<file path="config.mk">
export PLATFORM = sky130hd
export DESIGN_NAME = button_event_fsm_flat
export DESIGN_NICKNAME = d
export VERILOG_FILES = /design/src/rtl/button_event_fsm_if.sv /design/src/rtl/button_event_fsm.sv /design/src/flat_wrapper.sv
export SDC_FILE = /design/constraint.sdc
export NUM_CORES = 1
export LEC_CHECK = 0
export CAP_MARGIN = 5
export CORE_ASPECT_RATIO = 0.7
export CORE_MARGIN = 8
export CORE_UTILIZATION = 30
export DETAILED_ROUTE_END_ITERATION = 16
export GPL_TIMING_DRIVEN = 1
export SYNTH_ARGS = -nofsm -noshare
export SYNTH_HDL_FRONTEND = slang
export SYNTH_SLANG_ARGS = --single-unit
export TNS_END_PERCENT = 5
</file>
<file path="constraint.sdc">
create_clock -name clk_in -period 3.8 [get_ports clk_in]
set_input_delay 0.38 -clock clk_in [delete_from_list [all_inputs] [get_ports clk_in]]
set_output_delay 0.38 -clock clk_in [all_outputs]
set_load 0.1 [all_outputs]
</file>
<file path="src/rtl/button_event_fsm_if.sv">
// button_event_fsm_if: one-deep event handshake between the button classifier and its consumer
// Ports:
//   event_valid  producer -> consumer  event pending
//   event_code   producer -> consumer  0 short, 1 long, 2 double, 3 repeat
//   event_drop   producer -> consumer  sticky lost-event flag
//   event_ack    consumer -> producer  pending event accepted
interface button_event_fsm_if;
  logic       event_valid;
  logic [1:0] event_code;
  logic       event_drop;
  logic       event_ack;
  modport master(output event_valid, event_code, event_drop, input event_ack);
  modport slave(input event_valid, event_code, event_drop, output event_ack);
endinterface

</file>
<file path="src/rtl/button_event_fsm.sv">
// button_event_fsm: classifies a debounced button level into short/long/double/repeat events
// Ports:
//   clk_in        debouncer clock
//   rst_in        synchronous active-high reset
//   button_clean  debounced level, 1 = pressed
//   press_active  1 while in a pressed state (registered)
//   ev            event handshake (valid/code/drop out, ack in)
module button_event_fsm #(
  parameter int LONG_CYCLES   = 5000,
  parameter int DOUBLE_GAP    = 1250,
  parameter int REPEAT_CYCLES = 1000,
  parameter int CNT_W         = 13
) (
  input  logic                  clk_in,
  input  logic                  rst_in,
  input  logic                  button_clean,
  output logic                  press_active,
  button_event_fsm_if.master    ev
);
  typedef enum logic [2:0] {IDLE, PRESS1, WAIT2, PRESS2, LONG_HOLD, WAIT_REL} state_t;
  localparam logic [CNT_W-1:0] LONG_END = CNT_W'(LONG_CYCLES - 1);
  localparam logic [CNT_W-1:0] GAP_END  = CNT_W'(DOUBLE_GAP - 1);
  localparam logic [CNT_W-1:0] REP_END  = CNT_W'(REPEAT_CYCLES - 1);
  state_t           state, state_n;
  logic [CNT_W-1:0] cnt;
  logic             emit, restart;
  logic [1:0]       code_n;
  always_comb begin
    state_n = state;
    emit    = 1'b0;
    code_n  = 2'd0;
    restart = 1'b0;
    case (state)
      IDLE:      if (button_clean) state_n = PRESS1;
      PRESS1:    if (!button_clean) state_n = WAIT2;
                 else if (cnt == LONG_END) begin
                   emit    = 1'b1;
                   code_n  = 2'd1;
                   state_n = LONG_HOLD;
                 end
      WAIT2:     if (button_clean) state_n = PRESS2;
                 else if (cnt == GAP_END) begin
                   emit    = 1'b1;
                   code_n  = 2'd0;
                   state_n = IDLE;
                 end
      PRESS2:    if (!button_clean) begin
                   emit    = 1'b1;
                   code_n  = 2'd2;
                   state_n = IDLE;
                 end else if (cnt == LONG_END) begin
                   emit    = 1'b1;
                   code_n  = 2'd2;
                   state_n = WAIT_REL;
                 end
      LONG_HOLD: if (!button_clean) state_n = IDLE;
                 else if (cnt == REP_END) begin
                   emit    = 1'b1;
                   code_n  = 2'd3;
                   restart = 1'b1;
                 end
      WAIT_REL:  if (!button_clean) state_n = IDLE;
      default:   state_n = IDLE;
    endcase
  end
  // press_active is registered from the next state so it tracks state exactly with no input path
  always_ff @(posedge clk_in) begin
    if (rst_in) begin
      state        <= IDLE;
      cnt          <= '0;
      press_active <= 1'b0;
    end else begin
      state        <= state_n;
      cnt          <= (state_n != state || restart) ? '0 : cnt + 1'b1;
      press_active <= state_n inside {PRESS1, PRESS2, LONG_HOLD, WAIT_REL};
    end
  end
  // an ack on the same edge frees the slot, so a coincident emit is accepted rather than dropped
  always_ff @(posedge clk_in) begin
    if (rst_in) begin
      ev.event_valid <= 1'b0;
      ev.event_code  <= 2'd0;
      ev.event_drop  <= 1'b0;
    end else if (emit && (!ev.event_valid || ev.event_ack)) begin
      ev.event_valid <= 1'b1;
      ev.event_code  <= code_n;
    end else if (emit) begin
      ev.event_drop  <= 1'b1;
    end else if (ev.event_ack) begin
      ev.event_valid <= 1'b0;
    end
  end
endmodule
</file>
<file path="src/flat_wrapper.sv">
// flat-port wrapper written by rule: the top's interface ports become plain ports
module button_event_fsm_flat 
#(
  parameter int LONG_CYCLES   = 5000,
  parameter int DOUBLE_GAP    = 1250,
  parameter int REPEAT_CYCLES = 1000,
  parameter int CNT_W         = 13
)
  (clk_in, rst_in, button_clean, press_active, ev_event_valid, ev_event_code, ev_event_drop, ev_event_ack);
  button_event_fsm_if ev_i ();
  input  logic clk_in;
  input  logic rst_in;
  input  logic button_clean;
  output logic press_active;
  output wire logic [$bits(ev_i.event_valid)-1:0] ev_event_valid;
  output wire logic [$bits(ev_i.event_code)-1:0] ev_event_code;
  output wire logic [$bits(ev_i.event_drop)-1:0] ev_event_drop;
  input wire logic [$bits(ev_i.event_ack)-1:0] ev_event_ack;
  assign ev_event_valid = ev_i.event_valid;
  assign ev_event_code = ev_i.event_code;
  assign ev_event_drop = ev_i.event_drop;
  assign ev_i.event_ack = ev_event_ack;
  button_event_fsm #(.LONG_CYCLES(LONG_CYCLES), .DOUBLE_GAP(DOUBLE_GAP), .REPEAT_CYCLES(REPEAT_CYCLES), .CNT_W(CNT_W)) u_core (.clk_in(clk_in), .rst_in(rst_in), .button_clean(button_clean), .press_active(press_active), .ev(ev_i));
endmodule
</file>
==> summary.md, run 1 <==
| Metric | Value |
|---|---|
| Status | finished, final reports clean |
| Place WS | 1.12 ns |
| PD cells | 294 nW/um^2 |
| Final net count | 148 |
| Top_reg_cell synth | dfxtp_1 |
| Number of global-route vias before repair | 932 |
| Setup Buffers After CTS | 0 |
| Worst-margin pin slew | 0.983 ns |
| Clock tree buffer depth | 2 |
| Achievable Freq | 409 MHz |
| M2 GR Usage | 11.1% |
| Clock H-tree levels | 1 |
| Post-route setup slack | 1.36 ns |
| CP max FO | 13 |
| Syn Nets | 141 |
| Die W | 92.7 um |
| Worst setup EP type | register |
| Fillers | 417 |
| Yosys warning total | 0 |
| Worst hold path class | reg -> reg |
| First-pass GRT wire length | 4530 um |
| Multi-input logic area | 743 um^2 |
| Gr busiest metal | met1 |
| IO Pins | 9 |
| Met1 Usage GRT | 12.5% |
| Seq cells post-synth | 21 |
| TNS Setup | 0 ns |
| Slew Limit Fails | 0 |
| Crit path time final | 2.44 ns |
| Crit share post-route | 64.3% |
| Hold-fix buffers, CTS | 0 |
| Ys async rst share | 0% |
| Area Overhead vs Synth | 12.0% |
| First DRT Iteration DRCs | 62 |
| RSZ-0062 raised after global routing | no |
| Mean Syn Cell Area | 9.16 um^2 |
| M3 GR Usage | 2.59% |
| Max Cap Violations | 0 |
| Port-buffer cells | 8 |
| Total CTS buffers | 3 |
| Total number of vias | 960 |
| # rows | 19 |
| Largest area contributor in the synthesized netlist | dfxtp_1 |
| Mapped Area | 1240 um^2 |
| Total track usage | 8.35% |
| EDFF count, synth | 0 |
| Synth top area share | 34.0% |
| Total clock sinks | 21 |
| Overflow after GRT | 0 |
| Routed length per instance | 12.6 um |
| # setup viols final | 0 |
| Peak VDD IR | 0.126 mV |
| Clock tree root driver cell | clkbuf_8 |
| Worst EP required | 3.92 ns |
| Core Area | 3950 um^2 |
| Yosys cell types | 43 |
| Placed insts | 189 |
| Startpoint Class | input port |
| Die ar. | 6460 um^2 |
| Drt total wl | 2430 um |
| Post-DRT Antenna Nets | 0 |
| Share of post-route cells with drive strength above 1 | 17.0% |
| Sequential cell area | 420 um^2 |
| DR pass1 iterations | 4 |
| Syn Inst Count | 135 |
| Count leader, synth | dfxtp_1 |
| CTS tree | built |
| Worst Skew | 0.00270 ns |
| Area contributors post-synth | dfxtp_1, nor3_2, xnor2_1 |
| Placer Congestion | 0.796 |
| Register area share after synthesis | 34.0% |
| Initial antenna violation count | 0 |
| Vias per cell | 4.97 |
| Clk slew on worst S/H paths | 0.08 ns |
| Die Height | 69.7 um |
| Post-DP HPWL | 1820 um |
| Arrival @ worst endpoint | 2.56 ns |
| Worst-skew pair later-pin latency | 0.26 ns |
| Final cell count without fillers | 193 |
| Slew margin rel. | 34.2% |
| LEAKAGE | 0.463 nW |
| Largest net degree at the start of global routing | 14 |
| Ant diodes | 0 |
| Crit Path Class | in -> reg |
| Initial Util | 31.3% |
| Top cells by count, synth | dfxtp_1, nor2_1, nor3_2 |
| Cts repair resizes | 0 |
| Final hold vios | 0 |
| Number of remaining DRC errors | 0 |
==> through the flow <==
stage          total power (W)  hold WS [ns]  util [%]  area [um^2]
2_1_floorplan         0.000258         0.460         -         1240
3_3_place_gp          0.000265         0.439      33.9         1340
3_5_place_dp          0.000265         0.449      33.9         1340
4_1_cts               0.000414         0.461      35.1         1390
5_1_grt               0.000430         0.466      35.1         1390
6_report              0.000407         0.453      35.1         1390
==> path summary, 6_finish.rpt <==
check | startpoint | end | slack, ns | cells past startpoint
setup / recovery | button_clean | u_core.cnt[3]$_SDFF_PP0_ | 1.36 | 6
hold / removal | u_core.ev.event_drop$_SDFFE_PP0P_ | u_core.ev.event_drop$_SDFFE_PP0P_ | 0.45 | 2
setup reg to reg | u_core.cnt[0]$_SDFF_PP0_ | u_core.cnt[3]$_SDFF_PP0_ | 1.50 | 6
hold reg to reg | u_core.ev.event_drop$_SDFFE_PP0P_ | u_core.ev.event_drop$_SDFFE_PP0P_ | 0.45 | 2
==> registers in the layout, indices dropped and copies added, names as in the netlist <==
signal	count
u_core.cnt	13
u_core.ev.event_code	2
u_core.ev.event_drop	1
u_core.ev.event_valid	1
u_core.press_active	1
u_core.state	3
==> cell usage in the layout, fill, tap and decap left out, types with 4 or more instances in the layout <==
cell type and count:
a21oi_1 5, clkdlybuf4s50_1 8, dfxtp_1 21, inv_1 8
nand2_1 5, nand2b_1 5, nand3_1 4, nand4_1 5
nor2_1 11, nor3_1 5, nor3_2 10, xnor2_1 9
==> metal layers <==
layer / part of all wire, % / wire length, um / vias to the layer above
li1: - / - / 498
met1: 55 / 1330 / 445
met2: 42 / 1010 / 15
met3: 3.4 / 82 / 2
met4: 0.41 / 10 / 0
met5: 0 / 0 / -
==> power by group <==
group	leakage, nW	switching [W]	total [W]	internal [W]
Sequential	0.170	0.00000415	0.000227	0.000223
Combinational	0.267	0.0000212	0.0000329	0.0000117
Clock	0.0255	0.0000738	0.000147	0.0000731
Total	0.463	0.0000992	0.000407	0.000308
==> kinds of logic (layout without fill, tap and decap cells) <==
logic type	after synthesis	after routing	synth area share [%]
AOI/OAI and AO/OA	20	20	13.4
xor gates and xnor gates	11	11	7.79
adders and majority gates	2	2	2.02
buffers and inverters	14	20	5.87
DFF	21	21	34.0
muxes	2	2	1.62
and+or+nand+nor	65	65	35.3
==> final cells by class <==
cell class	count	share of cell area [%]
sequential	21	30.4
timing repair buffer	8	5.78
multi-input combinational	100	53.7
inverter	8	2.17
tap	52	4.70
clock buffer	3	2.98
clock inverter	1	0.361
==> critical path, stage by stage <==
cell	delay, ns
clkdlybuf4s50_1	0.57
nor4b_1	0.52
a41o_1	0.27
a21oi_1	0.08
a21oi_2	0.64
nor3_1	0.10
(Power assumes the default switching activity.)
==> run 2, diff against run 1 <==
- clock period: 3.8 -> 2.3 ns (I/O delays scaled with it)
==> run 2 against run 1 <==
Net effect:
- routed wire length increased by 4.1%
- hold slack worse by 0.0041 ns
- largest power group unchanged
- non-clock buffer count increased by 3
- power grew 67%
- critical endpoint is now u_core.ev.event_code[0]$_SDFFE_PP0P_
- largest cell class unchanged
- global-route usage shrank 0.095 points
- via count increased by 0.73%
==> summary.md, run 2 (synthesis results as in run 1) <==
| Metric | Value |
|---|---|
| Status | finished, final reports clean |
| Startpoint Class | register |
| Die ar. | 6460 um^2 (unchanged) |
| Reg2reg path depth | 6 (unchanged) |
| Biggest regs | u_core.cnt x13, u_core.state x3, u_core.ev.event_code x2 |
| Crit share post-route | 89.1% |
| Die W | 92.7 um (unchanged) |
| TNS Setup | 0 ns (unchanged) |
| Vias per cell | 4.93 (-0.81%) |
| Overflow after GRT | 0 (unchanged) |
| Total CTS buffers | 3 (unchanged) |
| Worst EP required | 2.50 ns (-1.42 ns) |
| Crit path from | u_core.cnt[0]$_SDFF_PP0_ |
| Most frequent cells in the layout | dfxtp_1, nor2_1, nor3_2, xnor2_1 |
| Achievable Freq | 488 MHz |
| Routed length per instance | 12.9 um (+2.6%) |
| Peak VDD IR | 0.360 mV (+190%) |
| M1 wire length | 1380 um (+3.6%) |
| Number of global-route vias before repair | 904 (-3.0%) |
| Total clock sinks | 21 (unchanged) |
| Detail Route met2 WL | 1050 um (+3.3%) |
| Most common cell after layout, fill and taps aside | dfxtp_1 |
| Reg2reg start | u_core.cnt[0]$_SDFF_PP0_ |
| Crit Path Class | reg -> reg |
| Initial antenna violation count | 0 (unchanged) |
| First DRT Iteration DRCs | 107 (+73%) |
| CTS tree | built |
| Hold-fix buffers, CTS | 0 (unchanged) |
| Final hold vios | 0 (unchanged) |
| Crit path capture | u_core.ev.event_code[0]$_SDFFE_PP0P_ |
| PD cells | 488 nW/um^2 (+66%) |
| Crit path time final | 2.05 ns |
| Final net count | 151 (+2.0%) |
| Drt total wl | 2540 um (+4.1%) |
| Worst hold path class | reg -> reg |
| Worst R2R Setup Slack | 0.25 ns (-1.25 ns) |
| CP max FO | 4 (-9) |
| Share of post-route cells with drive strength above 1 | 22.2% (+5.2 points) |
| Ant diodes | 0 (unchanged) |
| First-pass GRT wire length | 4410 um (-2.7%) |
| Initial Util | 31.3% (unchanged) |
| Largest net degree at the start of global routing | 14 (unchanged) |
| Largest register FFs | 13 (unchanged) |
| Setup Buffers After CTS | 0 (unchanged) |
| Core Area | 3950 um^2 (unchanged) |
| Post-DP HPWL | 1930 um (+5.8%) |
| Total number of vias | 967 (+0.73%) |
| Worst-margin pin slew | 0.552 ns (-0.431 ns) |
| Worst Skew | 0.00157 ns (-0.00113 ns) |
| Placer Congestion | 0.833 (+4.7%) |
| Slew margin rel. | 62.7% (+28 points) |
| Worst-skew pair later-pin latency | 0.26 ns (about the same) |
| Worst setup EP type | register |
| # setup viols final | 0 (unchanged) |
| DR pass1 iterations | 4 (unchanged) |
| Area Overhead vs Synth | 12.9% |
| Arrival @ worst endpoint | 2.25 ns (-0.31 ns) |
| Met3 routed WL | 112 um (+37%) |
| Port-buffer cells | 8 (unchanged) |
| Slew Limit Fails | 0 (unchanged) |
| RSZ-0062 raised after global routing | no |
| Top layer in use | met3 |
| LEAKAGE | 0.488 nW (+5.4%) |
| Cts repair resizes | 0 (unchanged) |
| Max Cap Violations | 0 (unchanged) |
| Die Height | 69.7 um (unchanged) |
| Clock H-tree levels | 1 (unchanged) |
| # rows | 19 (unchanged) |
| Clock tree buffer depth | 2 (unchanged) |
| Clock tree root driver cell | clkbuf_8 |
| Fillers | 412 (-1.2%) |
| Reg2reg end | u_core.ev.event_code[0]$_SDFFE_PP0P_ |
| Number of remaining DRC errors | 0 (unchanged) |
| Largest Register | u_core.cnt |
| Overall power | 0.000681 W (+67%) |
| IO Pins | 9 (unchanged) |
| Clk slew on worst S/H paths | 0.08 ns (about the same) |
| Min Hold Slack | 0.449 ns (-0.00411 ns) |
| Post-DRT Antenna Nets | 0 (unchanged) |
| Total track usage | 8.26% (-0.095 points) |
==> run 2: per-stage QoR <==
step | utilization (%) | setup WS [ns] | cells | cell area, um^2
after floorplan | - | 0.591 | 135 | 1240
after global placement | 34.2 | 0.364 | 192 | 1350
after CTS | 35.4 | 0.293 | 196 | 1400
final | 35.4 | 0.250 | 196 | 1400
after global routing | 35.4 | 0.0359 | 196 | 1400
after detailed placement | 34.2 | 0.284 | 192 | 1350
==> run 2: power by group <==
group / total (W) / leakage [nW] / internal, W / switching, W
registers: 0.000375 / 0.170 / 0.000369 / 0.00000676
clock network: 0.000248 / 0.0255 / 0.000121 / 0.000127
logic: 0.0000577 / 0.292 / 0.0000215 / 0.0000362
total: 0.000681 / 0.488 / 0.000511 / 0.000170
==> run 2: how the worst min path moves through the flow <==
stage                     cells past startpoint                                end  slack [ns]                               from
after floorplan                               2     u_core.press_active$_SDFF_PP0_        0.41                       button_clean
after global placement                        2  u_core.ev.event_drop$_SDFFE_PP0P_        0.44  u_core.ev.event_drop$_SDFFE_PP0P_
after detailed placement                      2  u_core.ev.event_drop$_SDFFE_PP0P_        0.44  u_core.ev.event_drop$_SDFFE_PP0P_
after CTS                                     2  u_core.ev.event_drop$_SDFFE_PP0P_        0.45  u_core.ev.event_drop$_SDFFE_PP0P_
after global routing                          2  u_core.ev.event_drop$_SDFFE_PP0P_        0.50  u_core.ev.event_drop$_SDFFE_PP0P_
final                                         2  u_core.ev.event_drop$_SDFFE_PP0P_        0.45  u_core.ev.event_drop$_SDFFE_PP0P_
==> run 2: critical path: stages, from the launching register on <==
cell,delay (ns)
dfxtp_1,0.39
ha_1,0.17
nor4b_1,0.47
nand4_1,0.19
o32ai_2,0.35
o21a_1,0.22
mux2i_1,0.19
==> run 2: cell type report <==
type                            count  area [um^2]  area share, %
Clock inverter                      1         5.00          0.359
Tap cell                           52         65.1           4.66
Timing Repair Buffer               11         90.1           6.46
Inverter                            8         30.0           2.15
Sequential cell                    21          420           30.1
Multi-Input combinational cell    100          743           53.3
Clock buffer                        3         41.3           2.96
==> run 2: per-layer routing <==
layer / GRT usage, % / vias to the layer above
met1: 11.3 / 448
met2: 12.0 / 15
met3: 2.92 / 0
li1: - / 504
met5: 0 / -
met4: 1.60 / 0
==> run 3, diff against run 2 <==
- CORE_UTILIZATION: 30 -> 40
==> run 3 against run 2 <==
Net effect:
- sequential share of layout area is 0.55 points higher
- register-to-register slack better by 0.08 ns
- clock-buffer cell count stayed put
- die area is 20% lower
- critical path type unchanged
- largest power group unchanged
==> summary.md, run 3 (synthesis results as in run 1) <==
| Metric | Value |
|---|---|
| Status | finished, final reports clean |
| Final hold vios | 0 (unchanged) |
| Overflow after GRT | 0 (unchanged) |
| Max Cap Violations | 0 (unchanged) |
| Number of remaining DRC errors | 0 (unchanged) |
| Vias per cell | 5.43 (+10%) |
| TNS Setup | 0 ns (unchanged) |
| Largest net degree at the start of global routing | 14 (unchanged) |
| Initial Util | 40.6% (+9.3 points) |
| Area Overhead vs Synth | 10.8% |
| Slew margin rel. | 63.7% (+1.1 points) |
| Number of global-route vias before repair | 888 (-1.8%) |
| First DRT Iteration DRCs | 55 (-49%) |
| Slowest stage delay, CP | 0.45 ns (-0.02 ns) |
| Crit share post-route | 85.7% (-3.4 points) |
| Total number of vias | 983 (+1.7%) |
| Final design utilization | 45.0% (+9.7 points) |
| Die ar. | 5150 um^2 (-20%) |
| Worst setup EP type | register |
| RSZ-0062 raised after global routing | no |
| Largest register FFs | 13 (unchanged) |
| # rows | 17 (-2) |
| PD cells | 495 nW/um^2 (+1.4%) |
| CP bufs+invs | 0 (unchanged) |
| Startpoint Class | register |
| Hold-fix buffers, CTS | 0 (unchanged) |
| M3 GR Usage | 3.88% (+0.96 points) |
| Most common cell after layout, fill and taps aside | dfxtp_1 |
| LEAKAGE | 0.483 nW (-0.99%) |
| IO Pins | 9 (unchanged) |
| Worst R2R Setup Slack | 0.33 ns (+0.08 ns) |
| Clk slew on worst S/H paths | 0.08 ns (about the same) |
| Min Hold Slack | 0.446 ns (-0.00330 ns) |
| M2 GR Usage | 14.0% (+2.0 points) |
| Overall power | 0.000678 W (-0.45%) |
| Arrival @ worst endpoint | 2.17 ns (-0.08 ns) |
| Placer Congestion | 0.833 (about the same) |
| CP max FO | 4 (unchanged) |
| Largest Register | u_core.cnt |
| Clock tree buffer depth | 2 (unchanged) |
| Initial antenna violation count | 0 (unchanged) |
| Achievable Freq | 507 MHz (+4.0%) |
| Worst hold path class | reg -> reg |
| Biggest regs | u_core.cnt x13, u_core.state x3, u_core.ev.event_code x2 |
| Drt total wl | 2570 um (+1.5%) |
| Worst Skew | 0.00244 ns (+0.000870 ns) |
| CTS tree | built |
| Core Area | 3040 um^2 (-23%) |
| Peak VDD IR | 0.193 mV (-46%) |
| CP Cell Sequence | ha_1 > nor4b_1 > nand4_1 > o32ai_2 > o21a_1 > mux2i_1 |
| Crit path time final | 1.97 ns (-0.0788 ns) |
| Worst-skew pair later-pin latency | 0.26 ns (about the same) |
| Setup Buffers After CTS | 0 (unchanged) |
| Port-buffer cells | 8 (unchanged) |
| CP top delay family | simple AND/OR/NAND/NOR gates |
| Most frequent cells in the layout | dfxtp_1, nor2_1, nor3_2, xnor2_1, inv_1 |
| Final net count | 150 (-0.66%) |
| Routed length per instance | 14.2 um (+9.9%) |
| First-pass GRT wire length | 4500 um (+2.0%) |
| Clock tree root driver cell | clkbuf_8 |
| Total track usage | 10.8% (+2.6 points) |
| Total CTS buffers | 3 (unchanged) |
| Total clock sinks | 21 (unchanged) |
| CP max-delay cell | nor4b_1 |
| Clock H-tree levels | 1 (unchanged) |
| Cts repair resizes | 0 (unchanged) |
| Ant diodes | 0 (unchanged) |
| Crit Path Class | reg -> reg |
| DR pass1 iterations | 4 (unchanged) |
| # setup viols final | 0 (unchanged) |
| Met1 Usage GRT | 16.3% (+5.0 points) |
| Worst-margin pin slew | 0.536 ns (-0.0161 ns) |
| Die W | 82.4 um (-11%) |
| Slew Limit Fails | 0 (unchanged) |
| Gr busiest metal | met1 |
| Fillers | 311 (-25%) |
| Die Height | 62.5 um (-10%) |
| Share of post-route cells with drive strength above 1 | 21.7% (-0.54 points) |
| Post-DP HPWL | 1920 um (-0.58%) |
| Post-DRT Antenna Nets | 0 (unchanged) |
| Worst EP required | 2.50 ns (about the same) |
-- run 3: report_power, final --
group	switching [W]	leakage, nW	total (W)	internal (W)
Combinational	0.0000361	0.287	0.0000565	0.0000204
Sequential	0.00000692	0.170	0.000376	0.000369
Clock	0.000125	0.0255	0.000246	0.000121
-- run 3: per-stage QoR --
step,std cells,instance area (um^2),setup slack (ns)
6_report,181,1370,0.328
5_1_grt,181,1370,0.183
4_1_cts,181,1370,0.332
3_5_place_dp,177,1320,0.316
3_3_place_gp,177,1320,0.332
2_1_floorplan,135,1240,0.591
-- run 3: area by class of cell --
type / instances / area, um^2 / share of cell area [%]
Tap cell: 38 / 47.5 / 3.47
Multi-Input combinational cell: 100 / 743 / 54.2
Clock inverter: 1 / 5.00 / 0.365
Inverter: 8 / 30.0 / 2.19
Clock buffer: 3 / 41.3 / 3.01
Sequential cell: 21 / 420 / 30.7
Timing Repair Buffer: 10 / 82.6 / 6.03
-- run 3: routing by layer --
metal  vias up  wire [um]
met4         0          0
met3         0        121
met5         -          0
met2        14       1070
li1        505          -
met1       464       1380
-- run 3: worst min-delay path, delay by kind of cell (launching register included) --
family / cells / cell delay [ns]
flops: 1 / 0.31
compound gates: 1 / 0.05
buf+inv: 1 / 0.04
-- run 3: final timing paths --
kind                                                         from                              endpoint  depth (start not counted)
worst min register to register  u_core.ev.event_drop$_SDFFE_PP0P_     u_core.ev.event_drop$_SDFFE_PP0P_                          2
worst max register to register           u_core.cnt[0]$_SDFF_PP0_  u_core.ev.event_code[0]$_SDFFE_PP0P_                          6
worst min-delay path            u_core.ev.event_drop$_SDFFE_PP0P_     u_core.ev.event_drop$_SDFFE_PP0P_                          2
worst max-delay path                     u_core.cnt[0]$_SDFF_PP0_  u_core.ev.event_code[0]$_SDFFE_PP0P_                          6
==> RTL edit 1: new RTL, config.mk and constraints of run 2 <==
Make the reset (`rst_in`) asynchronous in 2 clocked blocks. Comments in the files are not updated.
--- a/src/rtl/button_event_fsm.sv
+++ b/src/rtl/button_event_fsm.sv
@@ -64,7 +64,7 @@
     endcase
   end
   // press_active is registered from the next state so it tracks state exactly with no input path
-  always_ff @(posedge clk_in) begin
+  always_ff @(posedge clk_in or posedge rst_in) begin
     if (rst_in) begin
       state        <= IDLE;
       cnt          <= '0;
@@ -76,7 +76,7 @@
     end
   end
   // an ack on the same edge frees the slot, so a coincident emit is accepted rather than dropped
-  always_ff @(posedge clk_in) begin
+  always_ff @(posedge clk_in or posedge rst_in) begin
     if (rst_in) begin
       ev.event_valid <= 1'b0;
       ev.event_code  <= 2'd0;
Function: differs if rst_in is asserted again (counterexample within 4 cycles, from zero or initial values and one cycle with rst_in high); with rst_in held inactive, the same outputs for 10 cycles.
==> RTL edit 1 against run 2 <==
Cell count fell by 5.6%; clock skew rose by 0.0025 ns; worst setup slack got worse by 0.071 ns; cell area fell by 1.7%; count of clock-buffer cells in the layout rose by 1; synthesized cell count fell by 10%; utilization rose by 0.26 points; wire length fell by 11%; via count fell by 13%; synthesized area fell by 4.9%; sequential cell count did not move.
Power is not compared: it rests on default switching activity, and its combinational part moved more than twofold at a synthesized area within 25%.
==> RTL edit 1: results (changes against run 2) <==
placed cell area 1310 µm² (was 1350 µm²); Least-Margin Pin Slew 0.330 ns (was 0.552 ns); Layout Nets 140 (was 151); VDD IR max 0.502 mV; Synth async-reset ratio 100% (was 0%); post-DR wirelength/cell 12.2 µm (was 12.9 µm); detailed-route via count 839 (was 967); XOR/XNOR Fraction of Synth Area 8.19% (was 7.79%); Yosys cell types 40 (was 43); GR met2 Demand/Resource 12.5% (was 12.0%); Synth Area in Compound Gates 10.5% (was 13.4%); largest net degree at the start of global routing 22 (was 14); DR pass1 iterations 4 (unchanged); met1 GRT Util 10.3% (was 11.3%); Synth Area in Adders 2.13% (was 2.02%); fillers 400 (was 412); max incr delay on CP 0.57 ns (was 0.47 ns); Seq/Total Area, Yosys 44.7% (was 34.0%); Tot GR Track Use 8.15% (was 8.26%); FF-to-FF path depth 7 (was 6); status finished clean (unchanged); crit path DAT 2.29 ns (was 2.25 ns); routed wl met2 886 µm (was 1.05 mm); CP max stage cell or4_4 (was nor4b_1); layout cells sized above 1 18.0% (was 22.2%); initial DRC count 66 (was 107); IO Port Bufs 8 (unchanged); first-pass GRT wire length 4.08 mm (was 4.41 mm); mux cell area share after synthesis 0.851% (was 1.62%); post-synth top area share 44.7% (was 34.0%); top post-synthesis cells by area dfrtp_1 45%, nor2_1 6.1%, xnor2_1 5.2% (was dfxtp_1 34%, nor3_2 8.1%, xnor2_1 6.4%); max layer used met4 (was met3); Setup crit end u_core.ev.event_code[1] (was u_core.ev.event_code[0]); Hold WC Path Type primary input to asynchronous set/reset pin (was flop to flop); vias in the first global route 870 (was 904); top post-synthesis cells by count 21 x dfrtp_1, 19 x nor2_1, 8 x nand2_1 (was 21 x dfxtp_1, 11 x nor2_1, 10 x nor3_2); Net Count, Synth 127 (was 141); DPL Wire Length 1.71 mm (was 1.93 mm); Post-Route M1 WL 1.23 mm (was 1.38 mm); GR Util met3 2.74% (was 2.92%); RD Place Congestion 0.786 (was 0.833); reg2reg start u_core.cnt[1] (was u_core.cnt[0])
-- RTL edit 1: changes by cell type after synthesis, moves of 4 or more --
cell and delta:
nand4_1 -4, nor3_2 -10, nor2_1 +8, o31ai_1 +4, dfrtp_1 +21, dfxtp_1 -21
-- RTL edit 1: layout make-up --
| type | instances | area, µm² | share of cell area [%] |
|---|---|---|---|
| Inverter | 5 | 18.8 | 1.37 |
| Tap cell | 52 | 65.1 | 4.74 |
| Timing Repair Buffer | 12 | 110 | 8.03 |
| Clock buffer | 4 | 45.0 | 3.28 |
| Multi-Input combinational cell | 91 | 607 | 44.3 |
| Sequential cell | 21 | 526 | 38.3 |
-- RTL edit 1: power breakdown --
| part | total [mW] | switching, mW | internal (mW) |
|---|---|---|---|
| sequential | 0.408 | 0.0192 | 0.388 |
| clock | 0.236 | 0.112 | 0.123 |
| combinational | 0.192 | 0.132 | 0.0600 |
| total | 0.835 | 0.264 | 0.572 |
-- RTL edit 1: stage by stage --
step | std cells | setup WS [ns] | hold slack [ns] | power [mW]
floorplan | 121 | 0.326 | 0.207 | 0.557
global placement | 180 | 0.115 | 0.456 | 0.603
detailed placement | 180 | 0.0634 | 0.458 | 0.606
CTS | 184 | 0.137 | 0.300 | 0.846
global route | 185 | 0.0231 | 0.332 | 0.887
finish | 185 | 0.178 | 0.292 | 0.835
-- RTL edit 1: worst max-delay path: cells and delay by family, from the launching register on --
family                   cells  cell delay [ns]
flip-flops                   1             0.39
AO/OA/AOI/OAI                3             0.37
AND/OR/NAND/NOR              3             1.05
adder cells (fa/ha/maj)      1             0.24
-- RTL edit 1: kinds of logic after synthesis --
family | Yosys count
simple gates | 61
flops | 21
compound gates | 16
xor+xnor | 11
buf+inv | 9
fa+ha+maj | 2
mux | 1
==> RTL edit 2: new RTL, flow settings as in run 2 <==
Made on the original files. `CNT_W` is set to 13 in 2 places; all go to 26.
--- a/src/rtl/button_event_fsm.sv
+++ b/src/rtl/button_event_fsm.sv
@@ -9,7 +9,7 @@
   parameter int LONG_CYCLES   = 5000,
   parameter int DOUBLE_GAP    = 1250,
   parameter int REPEAT_CYCLES = 1000,
-  parameter int CNT_W         = 13
+  parameter int CNT_W         = 26
 ) (
   input  logic                  clk_in,
   input  logic                  rst_in,
--- a/src/flat_wrapper.sv
+++ b/src/flat_wrapper.sv
@@ -4,7 +4,7 @@
   parameter int LONG_CYCLES   = 5000,
   parameter int DOUBLE_GAP    = 1250,
   parameter int REPEAT_CYCLES = 1000,
-  parameter int CNT_W         = 13
+  parameter int CNT_W         = 26
 )
   (clk_in, rst_in, button_clean, press_active, ev_event_valid, ev_event_code, ev_event_drop, ev_event_ack);
   button_event_fsm_if ev_i ();
Formal check against the unedited RTL: no difference found for any inputs over 10 cycles, from zero or initial values and one cycle with rst_in high; that may be too few to reach the edited logic, so the function may still have changed.
==> RTL edit 2 against run 2 <==
Utilization increased by 0.64 points; first-iteration DRC count grew 6.5%; clock skew up 0.0049 ns; synthesized area increased by 48%; cell area up 50%; sequential cell count grew 13; critical path type unchanged; count of clock-buffer cells in the layout increased by 4; via count rose by 60%; non-clock buffer count grew 3; total power is 59% higher; wire length rose by 63%; worst setup slack got worse by 0.086 ns; highest routed layer is now met4.
==> RTL edit 2: results (changes against run 2) <==
CTS buffer count 5 (was 3); first-pass GRT wire length 7.04 mm (was 4.41 mm); Total Routed Length 4.12 mm (was 2.54 mm); Via density 5.21 (was 4.93); clock power share 38.4% (was 36.4%); worst skew pair latency 0.29 ns (was 0.26 ns); reg2reg start u_core.cnt[12] (was u_core.cnt[0]); Largest regs u_core.cnt: 26 flops, u_core.state: 3 flops, u_core.ev.event_code: 2 flops (was u_core.cnt: 13 flops, u_core.state: 3 flops, u_core.ev.event_code: 2 flops); status finished clean (unchanged); Tot GR Track Use 10.0% (was 8.26%); largest net degree at the start of global routing 27 (was 14); Lkg Pwr 0.588 nW (was 0.488 nW); Net Count, Synth 214 (was 141); DPL Wire Length 2.99 mm (was 1.93 mm); Cells after DPL 289 (was 192); XOR/XNOR Fraction of Synth Area 11.5% (was 7.79%); clock-net power 415 µW (was 248 µW); metal3 WL 217 µm (was 112 µm); vias in the first global route 1,479 (was 904); RR Endpoint u_core.ev.event_drop (was u_core.ev.event_code[0]); initial DRC count 114 (was 107); fillers 605 (was 412); RD Place Congestion 0.829 (was 0.833); Seq/Total Area, Yosys 37.2% (was 34.0%); Clock Skew 0.00644 ns (was 0.00157 ns); Seq pwr share 55.8% (was 55.1%); Max FO, Critical Path 5 (was 4); top post-synthesis cells by count 34 x dfxtp_1, 22 x nor2_1, 20 x xnor2_1 (was 21 x dfxtp_1, 11 x nor2_1, 10 x nor3_2); number of H-tree levels 2 (was 1); Synth Area in Adders 1.37% (was 2.02%); Synth Area in Compound Gates 12.1% (was 13.4%); routed wl met2 1.62 mm (was 1.05 mm); Cell Count, Final, Fillers Out 296 (was 196); GR Util met3 2.29% (was 2.92%); Post-Route M1 WL 2.19 mm (was 1.38 mm); Layout Nets 227 (was 151); met1 GRT Util 13.7% (was 11.3%); mux cell area share after synthesis 0% (was 1.62%); dpl ws 0.136 ns (was 0.284 ns)
[RTL edit 2: changes by cell type after synthesis, moves of 5 or more]
cell,run 2,this run
nor3_2,10,0
inv_1,8,14
a2111oi_0,0,5
nor4_2,0,5
nor3_1,5,15
nand2_1,5,11
nor2_1,11,22
nand3_1,4,10
dfxtp_1,21,34
xnor2_1,9,20
[RTL edit 2: layout make-up]
class / instances / area, µm² / area share [%]
multi-input combinational: 152 / 1060 / 50.8
timing repair buffer: 14 / 125 / 5.98
inverter: 14 / 52.6 / 2.51
sequential: 34 / 681 / 32.5
tap: 75 / 93.8 / 4.49
clock buffer: 7 / 76.3 / 3.65
[RTL edit 2: critical path, cell delays in order, from the launching register on]
cell       delay [ns]
dfxtp_1          0.42
nor3b_1          0.38
nand4b_1         0.30
a2111oi_4        0.51
buf_4            0.19
o311ai_1         0.10
a21oi_1          0.16
[RTL edit 2: repair_timing]
item                       in CTS  in global routing
hold buffers                    0                  0
resized for setup               0                  1
hold endpoints to repair        0                  0
setup endpoints to repair       0                  1
